**config.mk**
```make
export PLATFORM = sky130hd
export DESIGN_NAME = timer_apb_slave_flat
export DESIGN_NICKNAME = d
export VERILOG_FILES = /design/src/rtl/timer_pkg.sv /design/src/rtl/timer_apb_slave_if.sv /design/src/rtl/timer_cnt.sv /design/src/rtl/timer_apb_slave.sv /design/src/flat_wrapper.sv
export SDC_FILE = /design/constraint.sdc
export NUM_CORES = 1
export LEC_CHECK = 0
export BUFFER_PORTS_ARGS = -buffer_cell sky130_fd_sc_hd__buf_2
export CORE_ASPECT_RATIO = 1.75
export CORE_UTILIZATION = 45
export CTS_CLUSTER_SIZE = 20
export DETAILED_ROUTE_END_ITERATION = 16
export MAX_ROUTING_LAYER = met4
export PLACE_DENSITY_LB_ADDON = 0.2
export SLEW_MARGIN = 10
export SYNTH_ARGS = -nofsm -noshare
export SYNTH_HDL_FRONTEND = slang
export SYNTH_SLANG_ARGS = --single-unit
```
**constraint.sdc**
```tcl
create_clock -name sys_clk -period 7.2 [get_ports sys_clk]
set_clock_uncertainty 0.2 [all_clocks]
set_input_delay 0 -clock sys_clk [delete_from_list [all_inputs] [get_ports sys_clk]]
set_output_delay 0 -clock sys_clk [all_outputs]
set_load 0.02 [all_outputs]
```
**src/rtl/timer_pkg.sv**
```systemverilog
// Shared definitions for the APB timer: register map, field positions,
// reset values and the APB responder state type.
package timer_pkg;

   localparam logic [11:0] OFF_TCR   = 12'h000;
   localparam logic [11:0] OFF_TDR0  = 12'h004;
   localparam logic [11:0] OFF_TDR1  = 12'h008;
   localparam logic [11:0] OFF_TCMP0 = 12'h00C;
   localparam logic [11:0] OFF_TCMP1 = 12'h010;
   localparam logic [11:0] OFF_TIER  = 12'h014;
   localparam logic [11:0] OFF_TISR  = 12'h018;
   localparam logic [11:0] OFF_THCSR = 12'h01C;

   localparam int unsigned TCR_EN_BIT     = 0;
   localparam int unsigned TCR_DIV_EN_BIT = 1;
   localparam int unsigned TCR_DIV_LSB    = 8;

   localparam logic [31:0] TCR_RST  = 32'h0000_0100;
   localparam logic [31:0] TCMP_RST = 32'hFFFF_FFFF;

   localparam int unsigned DIV_MAX_DEF = 8;

   // ACCESS is the first access-phase cycle (wait state), READY the completing one
   typedef enum logic [1:0] {
      APB_IDLE   = 2'd0,
      APB_ACCESS = 2'd1,
      APB_READY  = 2'd2
   } apb_state_e;

   // Byte-strobed merge of write data into an existing word
   function automatic logic [31:0] strb_merge(input logic [31:0] old_w,
                                              input logic [31:0] new_w,
                                              input logic [3:0]  strb);
      logic [31:0] r;
      r = old_w;
      for (int unsigned b = 0; b < 4; b++) begin
         if (strb[b]) r[8*b +: 8] = new_w[8*b +: 8];
      end
      return r;
   endfunction

endpackage

```
**src/rtl/timer_apb_slave_if.sv**
```systemverilog
// APB bus bundle between the system fabric (master) and the timer (slave).
interface timer_apb_slave_if #(
   parameter int unsigned ADDR_W = 12
);
   logic              tim_psel;
   logic              tim_penable;
   logic              tim_pwrite;
   logic [ADDR_W-1:0] tim_paddr;
   logic [31:0]       tim_pwdata;
   logic [3:0]        tim_pstrb;
   logic [31:0]       tim_prdata;
   logic              tim_pready;
   logic              tim_pslverr;

   modport master (
      output tim_psel, tim_penable, tim_pwrite, tim_paddr, tim_pwdata, tim_pstrb,
      input  tim_prdata, tim_pready, tim_pslverr
   );

   modport slave (
      input  tim_psel, tim_penable, tim_pwrite, tim_paddr, tim_pwdata, tim_pstrb,
      output tim_prdata, tim_pready, tim_pslverr
   );
endinterface

```
**src/rtl/timer_cnt.sv**
```systemverilog
// 64-bit up-counter with power-of-two prescaler and compare.
// Priority: clear, then software load, then counting.
module timer_cnt (
   input  logic        clk,
   input  logic        rst,
   input  logic        cnt_en,
   input  logic        halt,
   input  logic        div_en,
   input  logic [3:0]  div_val,
   input  logic        clr,
   input  logic        ld_lo,
   input  logic        ld_hi,
   input  logic [31:0] ld_data,
   input  logic [63:0] cmp,
   output logic [63:0] cnt,
   output logic        match
);
   logic [63:0] cnt_q, cnt_d;
   logic [15:0] pre_q, pre_d;
   logic [15:0] pre_last;

   assign pre_last = (16'd1 << div_val) - 16'd1;
   assign cnt      = cnt_q;
   // compare against the value the counter takes this edge
   assign match    = (cnt_d == cmp);

   // Next counter / prescaler value
   always_comb begin
      cnt_d = cnt_q;
      pre_d = pre_q;
      if (clr) begin
         cnt_d = '0;
         pre_d = '0;
      end else if (ld_lo || ld_hi) begin
         if (ld_lo) cnt_d[31:0]  = ld_data;
         if (ld_hi) cnt_d[63:32] = ld_data;
         pre_d = '0;
      end else if (cnt_en && !halt) begin
         if (!div_en || div_val == 4'd0) begin
            cnt_d = cnt_q + 64'd1;
            pre_d = '0;
         end else if (pre_q == pre_last) begin
            cnt_d = cnt_q + 64'd1;
            pre_d = '0;
         end else begin
            pre_d = pre_q + 16'd1;
         end
      end
   end

   // Counter and prescaler state
   always_ff @(posedge clk or posedge rst) begin
      if (rst) begin
         cnt_q <= '0;
         pre_q <= '0;
      end else begin
         cnt_q <= cnt_d;
         pre_q <= pre_d;
      end
   end
endmodule

```
**src/rtl/timer_apb_slave.sv**
```systemverilog
// APB responder for the timer: one-wait-state APB FSM, register decode,
// control/status registers and TCR write checks around timer_cnt.
module timer_apb_slave
   import timer_pkg::*;
#(
   parameter int unsigned ADDR_W  = 12,
   parameter int unsigned DIV_MAX = DIV_MAX_DEF
) (
   input  logic             sys_clk,
   input  logic             sys_rst,
   timer_apb_slave_if.slave apb,
   input  logic             dbg_mode,
   output logic             tim_int
);
   apb_state_e  state_q, state_d;
   logic        timer_en_q, timer_en_d;
   logic        div_en_q, div_en_d;
   logic [3:0]  div_val_q, div_val_d;
   logic [63:0] cmp_q, cmp_d;
   logic        int_en_q, int_en_d;
   logic        int_st_q, int_st_d;
   logic        halt_req_q, halt_req_d;

   logic        xfer, wr, halt_ack, tcr_err, clr, ld_lo, ld_hi, w1c, match;
   logic        sel_tcr, sel_tdr0, sel_tdr1, sel_tcmp0, sel_tcmp1, sel_tier, sel_tisr, sel_thcsr;
   logic [31:0] tcr_word, tcr_new, rd_word, ld_data;
   logic [63:0] cnt;

   assign xfer     = (state_q == APB_READY) && apb.tim_psel && apb.tim_penable;
   assign wr       = xfer && apb.tim_pwrite;
   assign halt_ack = halt_req_q && dbg_mode;
   assign tcr_word = {20'd0, div_val_q, 6'd0, div_en_q, timer_en_q};
   assign tcr_new  = strb_merge(tcr_word, apb.tim_pwdata, apb.tim_pstrb);

   assign sel_tcr   = (apb.tim_paddr == ADDR_W'(OFF_TCR));
   assign sel_tdr0  = (apb.tim_paddr == ADDR_W'(OFF_TDR0));
   assign sel_tdr1  = (apb.tim_paddr == ADDR_W'(OFF_TDR1));
   assign sel_tcmp0 = (apb.tim_paddr == ADDR_W'(OFF_TCMP0));
   assign sel_tcmp1 = (apb.tim_paddr == ADDR_W'(OFF_TCMP1));
   assign sel_tier  = (apb.tim_paddr == ADDR_W'(OFF_TIER));
   assign sel_tisr  = (apb.tim_paddr == ADDR_W'(OFF_TISR));
   assign sel_thcsr = (apb.tim_paddr == ADDR_W'(OFF_THCSR));

   // Reject out-of-range divider, or any divider change while running
   assign tcr_err = wr && sel_tcr &&
                    ((32'(tcr_new[TCR_DIV_LSB +: 4]) > DIV_MAX) ||
                     (timer_en_q && ((tcr_new[TCR_DIV_EN_BIT] != div_en_q) ||
                                     (tcr_new[TCR_DIV_LSB +: 4] != div_val_q))));

   assign apb.tim_pready  = (state_q == APB_READY);
   assign apb.tim_prdata  = (xfer && !apb.tim_pwrite) ? rd_word : '0;
   assign apb.tim_pslverr = tcr_err;
   assign tim_int         = int_st_q && int_en_q;

   // APB FSM next state: setup seen in IDLE, one wait cycle, then completion
   always_comb begin
      state_d = state_q;
      unique case (state_q)
         APB_IDLE:   if (apb.tim_psel && !apb.tim_penable) state_d = APB_ACCESS;
         APB_ACCESS: state_d = (apb.tim_psel && apb.tim_penable) ? APB_READY : APB_IDLE;
         APB_READY:  state_d = APB_IDLE;
         default:    state_d = APB_IDLE;
      endcase
   end

   // Read data mux; unmapped offsets read zero
   always_comb begin
      rd_word = '0;
      if (sel_tcr)   rd_word = tcr_word;
      if (sel_tdr0)  rd_word = cnt[31:0];
      if (sel_tdr1)  rd_word = cnt[63:32];
      if (sel_tcmp0) rd_word = cmp_q[31:0];
      if (sel_tcmp1) rd_word = cmp_q[63:32];
      if (sel_tier)  rd_word = {31'd0, int_en_q};
      if (sel_tisr)  rd_word = {31'd0, int_st_q};
      if (sel_thcsr) rd_word = {30'd0, halt_ack, halt_req_q};
   end

   // Register write decode and counter control
   always_comb begin
      timer_en_d = timer_en_q;
      div_en_d   = div_en_q;
      div_val_d  = div_val_q;
      cmp_d      = cmp_q;
      int_en_d   = int_en_q;
      halt_req_d = halt_req_q;
      clr        = 1'b0;
      ld_lo      = wr && sel_tdr0;
      ld_hi      = wr && sel_tdr1;
      ld_data    = strb_merge(sel_tdr1 ? cnt[63:32] : cnt[31:0], apb.tim_pwdata, apb.tim_pstrb);
      w1c        = wr && sel_tisr && apb.tim_pstrb[0] && apb.tim_pwdata[0];
      if (wr) begin
         if (sel_tcr && !tcr_err) begin
            timer_en_d = tcr_new[TCR_EN_BIT];
            div_en_d   = tcr_new[TCR_DIV_EN_BIT];
            div_val_d  = tcr_new[TCR_DIV_LSB +: 4];
            clr        = timer_en_q && !tcr_new[TCR_EN_BIT];
         end
         if (sel_tcmp0) cmp_d[31:0]  = strb_merge(cmp_q[31:0], apb.tim_pwdata, apb.tim_pstrb);
         if (sel_tcmp1) cmp_d[63:32] = strb_merge(cmp_q[63:32], apb.tim_pwdata, apb.tim_pstrb);
         if (sel_tier && apb.tim_pstrb[0])  int_en_d   = apb.tim_pwdata[0];
         if (sel_thcsr && apb.tim_pstrb[0]) halt_req_d = apb.tim_pwdata[0];
      end
   end

   // Status: a compare hit outranks a simultaneous W1C
   always_comb begin
      int_st_d = (int_st_q && !w1c) || match;
   end

   timer_cnt u_cnt (
      .clk     (sys_clk),
      .rst     (sys_rst),
      .cnt_en  (timer_en_q),
      .halt    (halt_ack),
      .div_en  (div_en_q),
      .div_val (div_val_q),
      .clr     (clr),
      .ld_lo   (ld_lo),
      .ld_hi   (ld_hi),
      .ld_data (ld_data),
      .cmp     (cmp_d),
      .cnt     (cnt),
      .match   (match)
   );

   // State and register flops
   always_ff @(posedge sys_clk or posedge sys_rst) begin
      if (sys_rst) begin
         state_q    <= APB_IDLE;
         timer_en_q <= TCR_RST[TCR_EN_BIT];
         div_en_q   <= TCR_RST[TCR_DIV_EN_BIT];
         div_val_q  <= TCR_RST[TCR_DIV_LSB +: 4];
         cmp_q      <= {TCMP_RST, TCMP_RST};
         int_en_q   <= 1'b0;
         int_st_q   <= 1'b0;
         halt_req_q <= 1'b0;
      end else begin
         state_q    <= state_d;
         timer_en_q <= timer_en_d;
         div_en_q   <= div_en_d;
         div_val_q  <= div_val_d;
         cmp_q      <= cmp_d;
         int_en_q   <= int_en_d;
         int_st_q   <= int_st_d;
         halt_req_q <= halt_req_d;
      end
   end
endmodule

```
**src/flat_wrapper.sv**
```systemverilog
// flat-port wrapper written by rule: the top's interface ports become plain ports
module timer_apb_slave_flat import timer_pkg::*;
#(
   parameter int unsigned ADDR_W  = 12,
   parameter int unsigned DIV_MAX = DIV_MAX_DEF
)
  (sys_clk, sys_rst, dbg_mode, tim_int, apb_tim_psel, apb_tim_penable, apb_tim_pwrite, apb_tim_paddr, apb_tim_pwdata, apb_tim_pstrb, apb_tim_prdata, apb_tim_pready, apb_tim_pslverr);
  timer_apb_slave_if #(.ADDR_W(ADDR_W)) apb_i ();
  input  logic sys_clk;
  input  logic sys_rst;
  input  logic dbg_mode;
  output logic tim_int;
  input wire logic [$bits(apb_i.tim_psel)-1:0] apb_tim_psel;
  input wire logic [$bits(apb_i.tim_penable)-1:0] apb_tim_penable;
  input wire logic [$bits(apb_i.tim_pwrite)-1:0] apb_tim_pwrite;
  input wire logic [$bits(apb_i.tim_paddr)-1:0] apb_tim_paddr;
  input wire logic [$bits(apb_i.tim_pwdata)-1:0] apb_tim_pwdata;
  input wire logic [$bits(apb_i.tim_pstrb)-1:0] apb_tim_pstrb;
  output wire logic [$bits(apb_i.tim_prdata)-1:0] apb_tim_prdata;
  output wire logic [$bits(apb_i.tim_pready)-1:0] apb_tim_pready;
  output wire logic [$bits(apb_i.tim_pslverr)-1:0] apb_tim_pslverr;
  assign apb_i.tim_psel = apb_tim_psel;
  assign apb_i.tim_penable = apb_tim_penable;
  assign apb_i.tim_pwrite = apb_tim_pwrite;
  assign apb_i.tim_paddr = apb_tim_paddr;
  assign apb_i.tim_pwdata = apb_tim_pwdata;
  assign apb_i.tim_pstrb = apb_tim_pstrb;
  assign apb_tim_prdata = apb_i.tim_prdata;
  assign apb_tim_pready = apb_i.tim_pready;
  assign apb_tim_pslverr = apb_i.tim_pslverr;
  timer_apb_slave #(.ADDR_W(ADDR_W), .DIV_MAX(DIV_MAX)) u_core (.sys_clk(sys_clk), .sys_rst(sys_rst), .apb(apb_i), .dbg_mode(dbg_mode), .tim_int(tim_int));
endmodule
```
## Word level (Yosys, flattened, before mapping)

Cells that the tools add are included.

- Bits in registers: 155
- Word-level logic and storage cells: 114
- Input port bits: 54
- Output and inout bits: 35

- Magnitude comparators: 1
- Reductions and logical operators: 41
- Equal/unequal tests: 14
- Shifts and indexed selects: 1
- Add/sub/neg operators: 3
- Multiplexer cells: 44

Operators with widths:

| kind | number |
|---|---|
| $mux 32 | 13 |
| $mux 64 | 6 |
| $mux 8 | 12 |
| $mux 16 | 5 |
| $add 64x1->64 const B | 1 |
| $eq 64x64->1 | 1 |
| $eq 12x5->1 const B | 4 |
| $eq 12x4->1 const B | 2 |
| $logic_and 1x1->1 | 22 |
| $add 16x1->16 const B | 1 |
| $eq 16x16->1 | 1 |
| $shl 1x4->16 const A | 1 |
| $sub 16x1->16 const B | 1 |
| $eq 12x3->1 const B | 1 |
| $logic_not 12->1 | 1 |
| $mux 12 | 1 |
| $logic_not 1->1 | 7 |
| $mux 2 | 3 |
| $reduce_and 2->1 | 3 |
| $logic_or 1x1->1 | 5 |
| $gt 4x4->1 const B | 1 |
| $logic_not 4->1 | 1 |
| $mux 4 | 1 |
| $ne 4x4->1 | 1 |
| 8 further kinds | 9 |

## Depth between registers and ports, before layout

- Word-level depth: 13
- Gate-level depth with buffers: 22

## By module

Synthesis repeated with hierarchy kept, for this count alone.

- Cell total of the unflattened synthesis: 1898
- Area, all modules: 14531.4 µm²

Modules (own cells, without submodules):

| module | area an instance (µm²) | instances | sequential area each (µm²) | cells each |
|---|---|---|---|---|
| timer_cnt | 9297.7 | 1 | 2001.9 | 1337 |
| timer_apb_slave | 5233.8 | 1 | 1958.1 | 561 |

## Worst setup path after synthesis

OpenSTA, ideal clock, no wires.

- Kind: reg-to-reg
- From: reg u_core.div_val_q[2]
- To: reg u_core.int_st_q
- Required time: 6.897 ns
- Library setup time: 0.103 ns
- Path slack: 2.003 ns
- Data arrival time: 4.893 ns
- Cell stages (with the launch flop): 22
- Path through: dfrtp_1 -> buf_2 -> buf_2 -> clkbuf_1 -> or4_1 -> ha_1 -> buf_6 -> clkbuf_1 -> or4b_1 -> a211o_1 -> o211ai_2 -> o2111ai_2 -> o21ai_4 -> buf_6 -> buf_4 -> o2bb2ai_1 -> a211oi_1 -> xnor2_1 -> o311ai_0 -> nor4b_1 -> nand4_1 -> o41ai_2

- Longest elaborated chain between the ends: 13

RTL lines:

| item | line | RTL |
|---|---|---|
| from (decl) | timer_apb_slave.sv:18 | `logic [3:0] div_val_q, div_val_d;` |
| from (signal assigned) | timer_apb_slave.sv:133 | `div_val_q <= TCR_RST[TCR_DIV_LSB +: 4];` |
| from (signal assigned) | timer_apb_slave.sv:142 | `div_val_q <= div_val_d;` |
| parallel branches: the longest is 10 deep, another holds $sub 16x1->16 | n/a |  |
| $mux 64 * | timer_cnt.sv:31 | `if (clr) begin` |
| net u_core.u_cnt.cnt_d[14] | timer_cnt.sv:18 | `logic [63:0] cnt_q, cnt_d;` |
| $eq 64x64->1 * | timer_cnt.sv:25 | `assign match = (cnt_d == cmp);` |
| $logic_or 1x1->1 * | timer_apb_slave.sv:108 | `int_st_d = (int_st_q && !w1c) \|\| match;` |
| net u_core.int_st_d | timer_apb_slave.sv:21 | `logic int_st_q, int_st_d;` |
| to (signal assigned) | timer_apb_slave.sv:145 | `int_st_q <= int_st_d;` |
| to (decl) | timer_apb_slave.sv:21 |  |

Mark *: on every way through the listed nets, which the timed path passes.
A chain may end at the register's enable or synchronous reset.

## Worst setup path after layout

- From: reg u_core.div_val_q[1]
- To: reg u_core.int_st_q

The elaborated chain is that of the path after synthesis.

==> impl_metrics.sql <==
INSERT INTO impl_metrics (metric_group, metric, value, unit) VALUES
('status', 'outcome', 'finished with violations', ''),
('status', 'violations', 'hold timing', ''),
('floorplan', 'start_util', '0.4579', ''),
('clocking', 'cts_tree', 'built', ''),
('sta', 'timing.final.max_slew_violations', '0', ''),
('detailed_routing', 'detailroute.via_count', '14367', ''),
('logic_synthesis', 'synth.distinct_cells', '97', ''),
('sta', 'holdWs', '-0.01493', 'ns'),
('worst_setup_path', 'critical_path_arrival', '6.39', 'ns'),
('clocking', 'tritoncts.num_buffers', '17', ''),
('logic_synthesis', 'postSynthRegisterBits', '155', ''),
('logic_synthesis', 'synth_sequential_area_ratio', '0.3092', ''),
('finish', 'ff_latch_area', '3960', 'um^2'),
('power_and_ir_drop', 'p_leak', '5.794', 'nW'),
('finish', 'multiInputGateArea', '8148', 'um^2'),
('worst_hold_path', 'holdCritPathClass', 'in2async', ''),
('finish', 'end_of_flow_core_utilization', '0.5222', ''),
('worst_setup_path', 'timing.critical_path.required', '7.37', 'ns'),
('worst_setup_path', 'critPathLaunchType', 'register', ''),
('detailed_routing', 'detail_route.wirelength', '66.00', 'mm'),
('grt', 'grt_use_total', '0.4742', ''),
('logic_synthesis', 'synth_area', '12810', 'um^2'),
('detailed_routing', 'dr_drc_count', '0', ''),
('run', 'max-cap-violations', '0', ''),
('clocking', 'clock_transition_at_path_regs', '0.07', 'ns'),
('power_and_ir_drop', 'power.density', '136.5', 'nW/um^2'),
('sta', 'relSlewSlack', '0.1539', ''),
('grt', 'vias_in_the_first_global_route', '14020', ''),
('worst_setup_path', 'critPathCapture', 'u_core.int_st_q', ''),
('logic_synthesis', 'synth-main-ff-cell', 'dfrtp_1', ''),
('sta', 'max_freq', '160.7', 'MHz'),
('floorplan', 'design.core.area', '27970', 'um^2'),
('clocking', 'max-clock-path-buffers', '2', ''),
('sta', 'period_minus_slack', '6.223', 'ns'),
('worst_setup_path', 'worst_path_largest_cell_delay', '1.10', 'ns'),
('sta', 'tightestPinTransition', '1.258', 'ns'),
('detailed_routing', 'remaining_number_of_nets_flagged_by_the_antenna_check_after_routing', '0', ''),
('grt', 'grt.met2_usage', '0.7553', ''),
('place', 'placement.io_buffers', '88', ''),
('logic_synthesis', 'async_reset_ff_frac', '1.000', ''),
('place', 'post-dp-hpwl', '48.71', 'mm'),
('logic_synthesis', 'ys_warn_count', '0', ''),
('worst_setup_path', 'timing.setup.critical_path_class', 'reg2reg', ''),
('grt', 'global_route.peak_usage_layer', 'met2', ''),
('floorplan', 'die_span_x', '129.5', 'um'),
('floorplan', 'rows', '81', ''),
('floorplan', 'die-height', '225.2', 'um'),
('grt', 'grt-ovfl-total', '0', ''),
('logic_synthesis', 'synth_fp_nets', '1641', ''),
('sta', 'layout_worst_path_cycle_share', '0.8643', ''),
('worst_setup_path', 'r2r_cell_count', '14', ''),
('finish', 'final_layout_size_suffix_gt1_frac', '0.2031', ''),
('clocking', 'post_cts_resized', '0', ''),
('clocking', 'cts_hold_repair.buffers', '45', ''),
('sta', 'rsz_0062_raised_after_global_routing', 'no', ''),
('sta', 'setup-violations-final', '0', ''),
('clocking', 'clock_latency', '0.47', 'ns'),
('power_and_ir_drop', 'ir_worst_vdd', '0.0001805', 'V'),
('worst_setup_path', 'critical_path.slowest_cell', 'nor4_1', ''),
('grt', 'global_routing_usage_on_met3', '0.09972', ''),
('sta', 'finalHoldViolCount', '4', ''),
('place', 'globalplace.congestion', '1.080', ''),
('finish', 'fillCellCount', '2808', ''),
('grt', 'number_of_antenna_violations_at_the_first_check_in_global_routing', '3', ''),
('grt', 'grt_max_degree', '82', ''),
('logic_synthesis', 'netlist_instances', '1584', ''),
('logic_synthesis', 'synth-edff-count', '0', ''),
('worst_setup_path', 'critical_path.reg2reg.startpoint', 'u_core.div_val_q[1]', ''),
('worst_setup_path', 'timing.reg2reg.setup_slack', '0.98', 'ns'),
('finish', 'final_net_count', '1703', ''),
('clocking', 'post-cts-setup-buffers', '0', '');
[cell type report]
cell class / count / area share
Antenna cell: 3 / 0.0005139
Clock buffer: 17 / 0.02912
Clock inverter: 15 / 0.01353
Inverter: 39 / 0.01036
Multi-Input combinational cell: 1252 / 0.5578
Sequential cell: 155 / 0.2711
Tap cell: 373 / 0.03195
Timing Repair Buffer: 181 / 0.08565
[how the worst min path moves through the flow]
stage,depth (start not counted),slack (ns),end,start
after floorplan,1,-0.13,u_core.state_q[0],apb_tim_penable
after global placement,2,-0.01,u_core.state_q[0],sys_rst
after detailed placement,2,-0.01,u_core.state_q[1],sys_rst
after CTS,4,0.006,u_core.int_st_q,apb_tim_pwrite
after global routing,4,0.04,u_core.halt_req_q,apb_tim_pwrite
final,3,-0.01,u_core.state_q[1],sys_rst
[per-layer routing]
layer  vias to the layer above  wire length, um
met4                         0             6426
met1                      7021            23070
met5                         -                0
met3                       338             5277
met2                       923            31230
li1                       6085                -
[state kept, by name, summed over array words and instances, names as in the netlist]
| signal | flops |
|---|---|
| u_core.u_cnt.pre_q | 16 |
| u_core.timer_en_q | 1 |
| u_core.halt_req_q | 1 |
| u_core.int_st_q | 1 |
| u_core.div_val_q | 4 |
| u_core.u_cnt.cnt | 64 |
| u_core.cmp_q | 64 |
| u_core.div_en_q | 1 |
| u_core.int_en_q | 1 |
| u_core.state_q | 2 |
[cell families after synthesis]
| family | after synthesis | synth area share |
|---|---|---|
| adders and majority gates | 3 | 0.002931 |
| xor gates and xnor gates | 70 | 0.04787 |
| buffers and inverters | 177 | 0.05802 |
| muxes | 98 | 0.08303 |
| AOI/OAI and AO/OA | 418 | 0.2271 |
| and+or+nand+nor | 663 | 0.2719 |
| DFF | 155 | 0.3092 |
[cells in the final DEF, fill, tap and decap left out, types with 21 or more instances in the layout]
master / count
nand2_1: 161
nor2_1: 112
a21oi_1: 99
dfrtp_1: 90
buf_2: 88
nand3_1: 76
o21ai_0: 69
mux2_2: 65
dfstp_2: 65
nor3_1: 52
xnor2_1: 49
buf_4: 48
nand4_1: 46
dlygate4sd3_1: 45
nor4_1: 42
inv_1: 37
a22oi_1: 34
and3_1: 34
mux2i_1: 32
a31oi_1: 26
a211oi_1: 22
xor2_1: 21
[synthesized netlist by cell type, types with 32 or more instances]
library cell / number / share of area
nor4_1: 42 / 0.021
nand3_1: 76 / 0.030
a22oi_1: 34 / 0.020
nor3_1: 52 / 0.020
and3_1: 34 / 0.017
dfrtp_1: 90 / 0.18
nand2_1: 162 / 0.047
nand4_1: 46 / 0.022
nor2_1: 115 / 0.034
clkbuf_1: 97 / 0.028
mux2_2: 65 / 0.057
dfstp_2: 65 / 0.13
o21ai_0: 69 / 0.027
a21oi_1: 99 / 0.039
inv_1: 38 / 0.011
mux2i_1: 32 / 0.025
xnor2_1: 49 / 0.034
[power breakdown]
part / leakage, nW / switching [W] / internal [W]
combinational: 3.58 / 0.0000701 / 0.0000379
sequential: 1.91 / 0.000000640 / 0.000873
clock: 0.307 / 0.000454 / 0.000559
total: 5.79 / 0.000525 / 0.00147
[critical path: cells and delay by family (launching register included)]
kind,cells,cell delay (ns)
compound gates,5,1.28
fa+ha+maj,1,0.47
mux,1,0.45
simple gates,6,3.02
flops,1,0.47
xor+xnor,1,0.22
[stage by stage]
step	std cells	power, W	setup WS (ns)	area, um^2
finish	2035	0.001994	0.9773	14610
global route	2035	0.002036	0.8381	14610
CTS	2032	0.001997	1.177	14600
detailed placement	1955	0.0009777	1.213	13530
global placement	1955	0.0009763	1.143	13530
floorplan	1584	0.0009305	2.003	12810
Power figures use the tool's default switching activity.
